$ cat src/rtl/tomasulo_pkg.sv
// Shared Tomasulo definitions: entry lifecycle, op kinds and default sizes
// used by the commit buffer, rob and regfile.
package tomasulo_pkg;

  localparam int ROB_DEPTH = 4;
  localparam int DATA_W    = 64;
  localparam int REG_W     = 5;

  typedef enum logic [1:0] {
    EMPTY  = 2'd0,
    ISSUED = 2'd1,
    DONE   = 2'd2
  } entry_state_t;

  typedef enum logic [1:0] {
    KIND_REG    = 2'd0,
    KIND_STORE  = 2'd1,
    KIND_BRANCH = 2'd2
  } kind_t;

endpackage

$ cat src/rtl/commit_entry.sv
// One commit buffer slot: lifecycle state plus the payload captured at
// allocation (dest, kind) and at CDB completion (data, addr, mispredict).
// Only the state is reset; the payload is meaningless while the slot is EMPTY.
module commit_entry
  import tomasulo_pkg::*;
#(
  parameter int DW = DATA_W
) (
  input  logic          clk,
  input  logic          rst,
  input  logic          flush,
  input  logic          clear,
  input  logic          alloc_en,
  input  logic [4:0]    alloc_dest,
  input  logic [1:0]    alloc_kind,
  input  logic          cdb_en,
  input  logic [DW-1:0] cdb_data,
  input  logic [DW-1:0] cdb_addr,
  input  logic          cdb_mispredict,
  output logic [1:0]    state,
  output logic [4:0]    dest,
  output logic [1:0]    kind,
  output logic [DW-1:0] data,
  output logic [DW-1:0] addr,
  output logic          mispredict
);

  entry_state_t  state_q, state_d;
  logic [4:0]    dest_q, dest_d;
  logic [1:0]    kind_q, kind_d;
  logic [DW-1:0] data_q, data_d;
  logic [DW-1:0] addr_q, addr_d;
  logic          mispred_q, mispred_d;
  logic          cdb_hit;

  // A broadcast only completes a slot that is waiting on it
  assign cdb_hit = cdb_en && (state_q == ISSUED);

  // Lifecycle: retirement/squash beats allocation beats completion
  always_comb begin
    state_d = state_q;
    if (flush || clear) begin
      state_d = EMPTY;
    end else if (alloc_en) begin
      state_d = ISSUED;
    end else if (cdb_hit) begin
      state_d = DONE;
    end
  end

  // Lifecycle state register
  always_ff @(posedge clk or posedge rst) begin
    if (rst) begin
      state_q <= EMPTY;
    end else begin
      state_q <= state_d;
    end
  end

  // Payload capture on allocation and on completion
  always_comb begin
    dest_d    = dest_q;
    kind_d    = kind_q;
    data_d    = data_q;
    addr_d    = addr_q;
    mispred_d = mispred_q;
    if (alloc_en) begin
      dest_d = alloc_dest;
      kind_d = alloc_kind;
    end
    if (cdb_hit) begin
      data_d    = cdb_data;
      addr_d    = cdb_addr;
      mispred_d = cdb_mispredict;
    end
  end

  // Payload registers
  always_ff @(posedge clk) begin
    dest_q    <= dest_d;
    kind_q    <= kind_d;
    data_q    <= data_d;
    addr_q    <= addr_d;
    mispred_q <= mispred_d;
  end

  assign state      = state_q;
  assign dest       = dest_q;
  assign kind       = kind_q;
  assign data       = data_q;
  assign addr       = addr_q;
  assign mispredict = mispred_q;

endmodule

$ cat src/rtl/commit_buffer.sv
// In-order retirement buffer for the CDB protocol. Issue allocates slots at
// the tail, the CDB completes them in any order, and the head retires at most
// one per cycle to the regfile (reg ops) or memory (stores). A mispredicted
// branch retires and then squashes everything younger.
// Build option: COMMIT_BYPASS_EN lets a CDB completion of the head slot
// retire in the same cycle instead of first landing in DONE.
module commit_buffer
  import tomasulo_pkg::*;
#(
  parameter int DEPTH = ROB_DEPTH,
  parameter int DW    = DATA_W,
  localparam int SW   = $clog2(DEPTH)
) (
  input  logic          clk,
  input  logic          rst,
  input  logic          alloc_valid,
  input  logic [4:0]    alloc_dest,
  input  logic [1:0]    alloc_kind,
  output logic [SW-1:0] alloc_slot,
  output logic          full,
  input  logic          cdb_valid,
  input  logic [SW-1:0] cdb_rob_slot,
  input  logic [DW-1:0] cdb_data,
  input  logic [DW-1:0] cdb_addr,
  input  logic          cdb_mispredict,
  output logic          commit_valid,
  output logic [4:0]    commit_dest,
  output logic [DW-1:0] commit_data,
  output logic [SW-1:0] commit_slot,
  output logic          st_commit,
  output logic [DW-1:0] st_addr,
  output logic [DW-1:0] st_data,
  output logic          flush,
  output logic          cdb_err
);

  localparam logic [SW:0]   CNT_FULL = (SW+1)'(DEPTH);
  localparam logic [SW:0]   CNT_ONE  = (SW+1)'(1);
  localparam logic [SW-1:0] PTR_ONE  = SW'(1);

  logic [SW-1:0] head_q, head_d, tail_q, tail_d;
  logic [SW:0]   count_q, count_d;

  logic [1:0]    ent_state   [DEPTH];
  logic [4:0]    ent_dest    [DEPTH];
  logic [1:0]    ent_kind    [DEPTH];
  logic [DW-1:0] ent_data    [DEPTH];
  logic [DW-1:0] ent_addr    [DEPTH];
  logic          ent_mispred [DEPTH];
  logic [DEPTH-1:0] ent_alloc, ent_cdb, ent_clear;

  logic          full_w, alloc_ok, cdb_live, byp, retire, squash;
  logic [4:0]    r_dest;
  logic [1:0]    r_kind;
  logic [DW-1:0] r_data, r_addr;
  logic          r_mispred;

  logic          commit_valid_q, commit_valid_d;
  logic [4:0]    commit_dest_q, commit_dest_d;
  logic [DW-1:0] commit_data_q, commit_data_d;
  logic [SW-1:0] commit_slot_q, commit_slot_d;
  logic          st_commit_q, st_commit_d;
  logic [DW-1:0] st_addr_q, st_addr_d;
  logic [DW-1:0] st_data_q, st_data_d;
  logic          flush_q, flush_d;
  logic          cdb_err_q, cdb_err_d;

  // Full uses the registered count, so a same-cycle retirement never frees a
  // slot for allocation. The flush cycle drops both allocation and the CDB.
  assign full_w   = (count_q == CNT_FULL);
  assign alloc_ok = alloc_valid && !full_w && !flush_q;
  assign cdb_live = cdb_valid && !flush_q;

  for (genvar i = 0; i < DEPTH; i++) begin : g_ent
    assign ent_alloc[i] = alloc_ok && (tail_q == SW'(i));
    assign ent_cdb[i]   = cdb_live && (cdb_rob_slot == SW'(i));
    assign ent_clear[i] = retire && (head_q == SW'(i));

    commit_entry #(.DW(DW)) u_entry (
      .clk            (clk),
      .rst            (rst),
      .flush          (squash),
      .clear          (ent_clear[i]),
      .alloc_en       (ent_alloc[i]),
      .alloc_dest     (alloc_dest),
      .alloc_kind     (alloc_kind),
      .cdb_en         (ent_cdb[i]),
      .cdb_data       (cdb_data),
      .cdb_addr       (cdb_addr),
      .cdb_mispredict (cdb_mispredict),
      .state          (ent_state[i]),
      .dest           (ent_dest[i]),
      .kind           (ent_kind[i]),
      .data           (ent_data[i]),
      .addr           (ent_addr[i]),
      .mispredict     (ent_mispred[i])
    );
  end

  // Head retirement decision; the bypass path takes completion fields
  // straight from the bus when the head is being completed this cycle
  always_comb begin
    byp = 1'b0;
`ifdef COMMIT_BYPASS_EN
    byp = cdb_live && (cdb_rob_slot == head_q) && (ent_state[head_q] == ISSUED);
`endif
    retire    = (ent_state[head_q] == DONE) || byp;
    r_dest    = ent_dest[head_q];
    r_kind    = ent_kind[head_q];
    r_data    = byp ? cdb_data       : ent_data[head_q];
    r_addr    = byp ? cdb_addr       : ent_addr[head_q];
    r_mispred = byp ? cdb_mispredict : ent_mispred[head_q];
    squash    = retire && (r_kind == KIND_BRANCH) && r_mispred;
  end

  // Pointer and occupancy update; a squash empties the whole buffer
  always_comb begin
    head_d  = head_q;
    tail_d  = tail_q;
    count_d = count_q;
    if (squash) begin
      head_d  = '0;
      tail_d  = '0;
      count_d = '0;
    end else begin
      if (alloc_ok) tail_d = tail_q + PTR_ONE;
      if (retire)   head_d = head_q + PTR_ONE;
      if (alloc_ok && !retire) count_d = count_q + CNT_ONE;
      else if (!alloc_ok && retire) count_d = count_q - CNT_ONE;
    end
  end

  // Registered retirement outputs, flush pulse and sticky CDB error
  always_comb begin
    commit_valid_d = retire && (r_kind == KIND_REG);
    st_commit_d    = retire && (r_kind == KIND_STORE);
    flush_d        = squash;
    commit_dest_d  = commit_dest_q;
    commit_data_d  = commit_data_q;
    commit_slot_d  = commit_slot_q;
    st_addr_d      = st_addr_q;
    st_data_d      = st_data_q;
    if (commit_valid_d) begin
      commit_dest_d = r_dest;
      commit_data_d = r_data;
      commit_slot_d = head_q;
    end
    if (st_commit_d) begin
      st_addr_d = r_addr;
      st_data_d = r_data;
    end
    cdb_err_d = cdb_err_q || (cdb_live && (ent_state[cdb_rob_slot] != ISSUED));
  end

  // Control and output registers
  always_ff @(posedge clk or posedge rst) begin
    if (rst) begin
      head_q         <= '0;
      tail_q         <= '0;
      count_q        <= '0;
      commit_valid_q <= 1'b0;
      commit_dest_q  <= '0;
      commit_data_q  <= '0;
      commit_slot_q  <= '0;
      st_commit_q    <= 1'b0;
      st_addr_q      <= '0;
      st_data_q      <= '0;
      flush_q        <= 1'b0;
      cdb_err_q      <= 1'b0;
    end else begin
      head_q         <= head_d;
      tail_q         <= tail_d;
      count_q        <= count_d;
      commit_valid_q <= commit_valid_d;
      commit_dest_q  <= commit_dest_d;
      commit_data_q  <= commit_data_d;
      commit_slot_q  <= commit_slot_d;
      st_commit_q    <= st_commit_d;
      st_addr_q      <= st_addr_d;
      st_data_q      <= st_data_d;
      flush_q        <= flush_d;
      cdb_err_q      <= cdb_err_d;
    end
  end

  assign alloc_slot   = tail_q;
  assign full         = full_w;
  assign commit_valid = commit_valid_q;
  assign commit_dest  = commit_dest_q;
  assign commit_data  = commit_data_q;
  assign commit_slot  = commit_slot_q;
  assign st_commit    = st_commit_q;
  assign st_addr      = st_addr_q;
  assign st_data      = st_data_q;
  assign flush        = flush_q;
  assign cdb_err      = cdb_err_q;

endmodule

$ cat config.mk
export PLATFORM = sky130hd
export DESIGN_NAME = commit_buffer
export DESIGN_NICKNAME = d
export VERILOG_FILES = /design/src/rtl/tomasulo_pkg.sv /design/src/rtl/commit_entry.sv /design/src/rtl/commit_buffer.sv
export SDC_FILE = /design/constraint.sdc
export NUM_CORES = 1
export LEC_CHECK = 0
export ABC_AREA = 1
export CAP_MARGIN = 20
export CORE_MARGIN = 10
export CORE_UTILIZATION = 30
export DETAILED_ROUTE_END_ITERATION = 10
export GPL_TIMING_DRIVEN = 0
export RECOVER_POWER = 50
export SETUP_SLACK_MARGIN = 0.5
export SLEW_MARGIN = 20
export SYNTH_ARGS = -nofsm -noshare
export SYNTH_HDL_FRONTEND = slang
export SYNTH_SLANG_ARGS = --single-unit
$ cat constraint.sdc
create_clock -name clk -period 14.7 [get_ports clk]
set_clock_uncertainty 0.05 [all_clocks]
set_input_delay 2.94 -clock clk [delete_from_list [all_inputs] [get_ports clk]]
set_output_delay 2.94 -clock clk [all_outputs]
set_load 0.05 [all_outputs]
# Word level (Yosys, flattened, before mapping)
# Cells that the tools add are included.
dict set report totals {
  elab_cells 148
  input_bits 142
  reg_bits 762
  output_inout_bits 206
}
dict set report op_classes {
  n_lt_le_gt_ge 2
  n_reduce_logical 46
  addsub 4
  bitwise 2
  eq_ne 18
  n_mux 40
}
# op n
set ops {}
lappend ops {{binary-select mux 64 bit (select 2 bit)} 2}
lappend ops {{two-way mux 64 bit} 4}
lappend ops {{two-way mux 2 bit} 22}
lappend ops {{logical AND 1 bit} 26}
lappend ops {{equality test 2 x 1 -> 1 bit, second input constant} 8}
lappend ops {{equality test 2 bit, second input constant} 8}
lappend ops {{nonzero test 3 bit} 5}
lappend ops {{binary-select mux 2 bit (select 2 bit)} 3}
lappend ops {{binary-select mux 5 bit (select 2 bit)} 1}
lappend ops {{two-way mux 5 bit} 2}
lappend ops {{two-way mux 3 bit} 3}
lappend ops {{zero test 2 bit} 4}
lappend ops {{>= comparator 3 bit, second input constant} 2}
lappend ops {{NOT 2 -> 3 bit} 2}
lappend ops {{logical OR 1 bit} 5}
lappend ops {{adder 2 x 1 -> 2 bit, second input constant} 2}
lappend ops {{zero test 1 bit} 4}
lappend ops {{nonzero test 2 bit} 2}
lappend ops {{adder 3 x 1 -> 3 bit, second input constant} 1}
lappend ops {{equality test 3 bit, second input constant} 1}
lappend ops {{subtractor 3 x 1 -> 3 bit, second input constant} 1}
lappend ops {{binary-select mux 1 bit (select 2 bit)} 1}
lappend ops {{two-way mux 1 bit} 2}
lappend ops {{inequality test 2 x 1 -> 1 bit, second input constant} 1}

# Depth between registers and ports, before layout
dict set report logic_depth {
  depth_word 9
  depth_mapped 15
  mapped_depth_nobuf 13
}

# Modules after synthesis
# From an unflattened synthesis, not the netlist that was laid out.
dict set report hier_totals {
  hier_cells 2206
  area_unflattened_um2 28642.5
}
# mod seq_area_each_um2 area_each_um2 instances cells_per_inst
set by_module_without_submodules {}
lappend by_module_without_submodules {commit_entry 4134.0 4184.0 4 148}
lappend by_module_without_submodules {commit_buffer 5255.0 11906.4 1 1614}

# Least setup slack after synthesis
# No wires, ideal clock.
dict set report synth_path {
  kind {input -> register}
  start {in cdb_valid}
  end {reg g_ent[3].u_entry.addr_q[0] (enable)}
  setup_slack_ns 1.901
  setup_ns 0.780
  n_path_buf 0
  required_time_ns 13.870
  cell_stages 2
  arrival_ns 11.970
  path_cell_list {nand2_1 -> nor3_1}
}
dict set report synth_via {
  elab_chain_cells 3
}
# item line
set synth_lines {}
lappend synth_lines {{from (decl)} commit_buffer.sv:21} ;# input logic cdb_valid,
lappend synth_lines {{logical AND 1 bit} commit_buffer.sv:72} ;# assign cdb_live = cdb_valid && !flush_q;
lappend synth_lines {{logical AND 1 bit} commit_buffer.sv:76} ;# assign ent_cdb[i] = cdb_live && (cdb_rob_slot == SW'(i));
lappend synth_lines {{logical AND 1 bit} commit_entry.sv:37} ;# assign cdb_hit = cdb_en && (state_q == ISSUED);
lappend synth_lines {{named net g_ent[3].u_entry.cdb_hit} commit_entry.sv:34} ;# logic cdb_hit;
lappend synth_lines {{to (signal assigned)} commit_entry.sv:83} ;# addr_q <= addr_d;
lappend synth_lines {{to (decl)} commit_entry.sv:32} ;# logic [DW-1:0] addr_q, addr_d;
# The timed path passes the listed nets, and every way through them passes these cells.
# A chain may end at the register's enable or synchronous reset.

==> results.md <==
* Peak Freq at 180 MHz
* Worst Tran Pin Value at 3.27 ns
* Share of post-route cells with drive strength above 1 at under 10%
* Combinational fraction of design power at 41.4%
* Dpl hpwl at 59500 um
* Ys async rst share at between 20% and 30%
* Vias per inst at 4.72
* Fin area at roughly 37000 um2
* Yosys reg bits at around 760
* Routed WL at 87100 um
* Antenna violations before repair at 43
* Root Buffer: clkbuf_16
* Number of global-route vias before repair at 18980
* CTS tree: yes
* Minimum clock period at 5.57 ns
* Crit path kind: input port to async pin
* Nets at 2816
* Worst Path Max Fanout at 83
* Multi-input gate area at roughly 5900 um2
* Predominant post-synthesis flop cell: edfxtp_1
* CP endpoint kind: async pin
* Area growth syn-to-layout at 28.8%
* IO Count at around 350
* Mapped Area at 28600 um2
* First DRT Iteration DRCs at 1384
* Worst EP required at about 15 ns
* Synth top area share at 57.1%
* Failing checks: max-capacitance violations, max-slew violations
* Largest area contributor in the netlist: edfxtp_1
* Register Area at ~22000 um2
* Synthesized area per cell at about 13 um2
* Hold buffers post-CTS at 0
* Starting Density at 30.2%
* Routability-driven placement congestion ratio at 0.761
* Net Switching at 3.54 mW
* DP Area at between 30000 and 40000 um2
* Drt drc at 0
* Hold Fails Final Rpt at 0
* Count of buffers from port buffering at 347
* Internal at 4.96 mW
* Core area at 94700 um2
* RSZ-0062 raised after global routing: no
* Die height at roughly 330 um
* Resized Gates After CTS at 0
* First-pass GRT wire length at 127000 um
* Final period util at between 30% and 40%
* Post-synth EDFFs at 544
* Seq pwr share at 34.2%
* Critical Path AT at roughly 6.3 ns
* Clk buf depth at 3
* Total CTS buffers at 84
* Worst slew margin at -119%
* Max-slew violations at 68
* Endpoints failing setup at 0
* Antenna viol nets, final at 0
* Top post-synthesis cells by area: edfxtp_1, dfrtp_1, nand2_1, o21ai_0, nor2_1
* GR Overflow Total at 0
* Worst hold slack at 0.425 ns
* Worst-path clk slew at roughly 0.050 ns
* Post-synthesis cell count at ~2200
* Cell Rows at around 110
* Largest net degree at the start of global routing at 84
* Status: finished with violations
* Filler Cells Inserted at between 9000 and 10000
* Router iterations before antenna repair at 6
* Die area at 108000 um2
* Wire length per cell at 21.7 um
* Power share of the clock group at 24.3%
* Synth Warn # at 0
* Synthesized net count at 2340
* Clk_lat worst skew at 0.65 ns
* Distinct cells, synth at 31
* Total track usage at 15.7%
* Via count at 18931
* Sequential area share after synthesis at about three quarters
* Leak Pwr at 13.7 nW
* Post-layout util at 38.9%
* Hold crit path type: register to register
* Pwr Density at 231 nW/um2
* CTS H-tree lvls at 3
* MaxCap Viol Count at 1
* # clock sinks at roughly 760
* Worst setup SP type: input port
* Switching Share at 41.6%
* Max IR drop VDD at roughly 130 uV
* Chip Width at about 330 um
* # Post-CTS Setup Buffers at 0
* Setup TNS after final layout at 0 ns
synth_stat cells (24+ instances only):
cell / count
nor2_1: 225
o21ai_0: 187
a32o_1: 63
o21ai_1: 25
o22ai_1: 73
clkbuf_1: 56
a21oi_1: 132
nand2_1: 505
buf_6: 24
buf_2: 39
dfrtp_1: 218
edfxtp_1: 544
nand3_1: 26
inv_1: 30
state kept, by name, indices dropped and copies added (netlist names), 2 cells and up:
register / cells
commit_slot: 2
g_ent.u_entry.data: 256
alloc_slot: 2
commit_dest: 5
head_q: 2
g_ent.u_entry.addr: 256
st_addr: 64
st_data: 64
g_ent.u_entry.state: 8
commit_data: 64
g_ent.u_entry.kind: 8
g_ent.u_entry.mispredict: 4
g_ent.u_entry.dest: 20
count_q: 3
power by group through the flow:
| stage | clock, mW | sequential, mW | combinational (mW) |
|---|---|---|---|
| final | 2.07 | 2.91 | 3.52 |
| after CTS | 2.12 | 2.91 | 3.62 |
| after detailed placement | 0 | 2.95 | 3.61 |
| after global routing | 2.21 | 2.95 | 3.82 |
| after floorplan | 0 | 3.84 | 1.32 |
| after global placement | 0 | 2.99 | 3.56 |
stage by stage:
stage          power (mW)  setup WS [ns]  instances
6_report             8.50           9.13       4013
5_1_grt              8.97           8.64       4009
4_1_cts              8.65           9.41       4000
3_5_place_dp         6.56           8.87       3844
3_3_place_gp         6.56          -7.72       3801
2_1_floorplan        5.16           1.90       2189
path summary, 6_finish.rpt:
check / cells past startpoint / slack (ns) / start / endpoint
setup / recovery: 4 / 9.13 / rst / st_addr[13]
hold / removal: 2 / 0.42 / st_addr[25] / st_addr[25]
setup reg to reg: 9 / 9.94 / head_q[0] / commit_data[63]
hold reg to reg: 2 / 0.42 / st_addr[25] / st_addr[25]
max in group clk: 9 / 9.51 / cdb_rob_slot[0] / g_ent[0].u_entry.addr[41]
min in group asynchronous: 2 / 3.63 / rst / commit_data[33]
layer usage:
layer | track usage, % | routed length (um)
met1 | 20.1 | 37000
met2 | 24.8 | 40800
met3 | 4.69 | 6570
met4 | 5.90 | 2590
met5 | 0 | 172
area by class of cell:
cell class                      count  share of cell area (%)
Sequential cell                   762                    59.2
Multi-Input combinational cell   1258                    16.0
Timing Repair Buffer              390                    10.6
Clock buffer                      121                    6.58
Tap cell                         1265                    4.30
Buffer                            136                    1.97
Clock inverter                     35                   0.883
Inverter                           33                   0.387
Antenna cell                       13                  0.0883
cells by family (layout without fill, tap and decap cells):
logic type                 count (synthesis)  after routing  synth area share, %
and+or+nand+nor                          765            765                 10.2
DFF                                      762            762                 76.2
AOI/OAI and AO/OA                        483            483                 9.91
buffers and inverters                    169            715                 3.21
adders and majority gates                  9              9                0.420
xor gates and xnor gates                   1              1               0.0306
other                                      0             13                    0
cells in the final DEF, fill, tap and decap left out, types with 8 or more instances in the layout:
cell | Yosys | final
buf_4 | 11 | 36
inv_1 | 30 | 27
nand3_1 | 26 | 26
o21ai_0 | 187 | 212
edfxtp_1 | 544 | 544
clkbuf_8 | 0 | 14
a21oi_1 | 132 | 132
clkbuf_16 | 0 | 86
buf_2 | 39 | 27
diode_2 | 0 | 13
dfrtp_1 | 218 | 218
clkdlybuf4s50_1 | 0 | 208
dlygate4sd3_1 | 0 | 139
o22ai_1 | 73 | 73
clkbuf_1 | 56 | 99
buf_6 | 24 | 28
nand2_1 | 505 | 506
clkinv_2 | 0 | 12
nor2_1 | 225 | 225
ha_1 | 8 | 8
a32o_1 | 63 | 63
critical path, stage by stage:
cell and delay, ns:
dlygate4sd3_1 0.55, clkinvlp_2 1.82, buf_16 0.41, buf_16 0.34
Note: power is estimated with default switching activity, not from simulation.
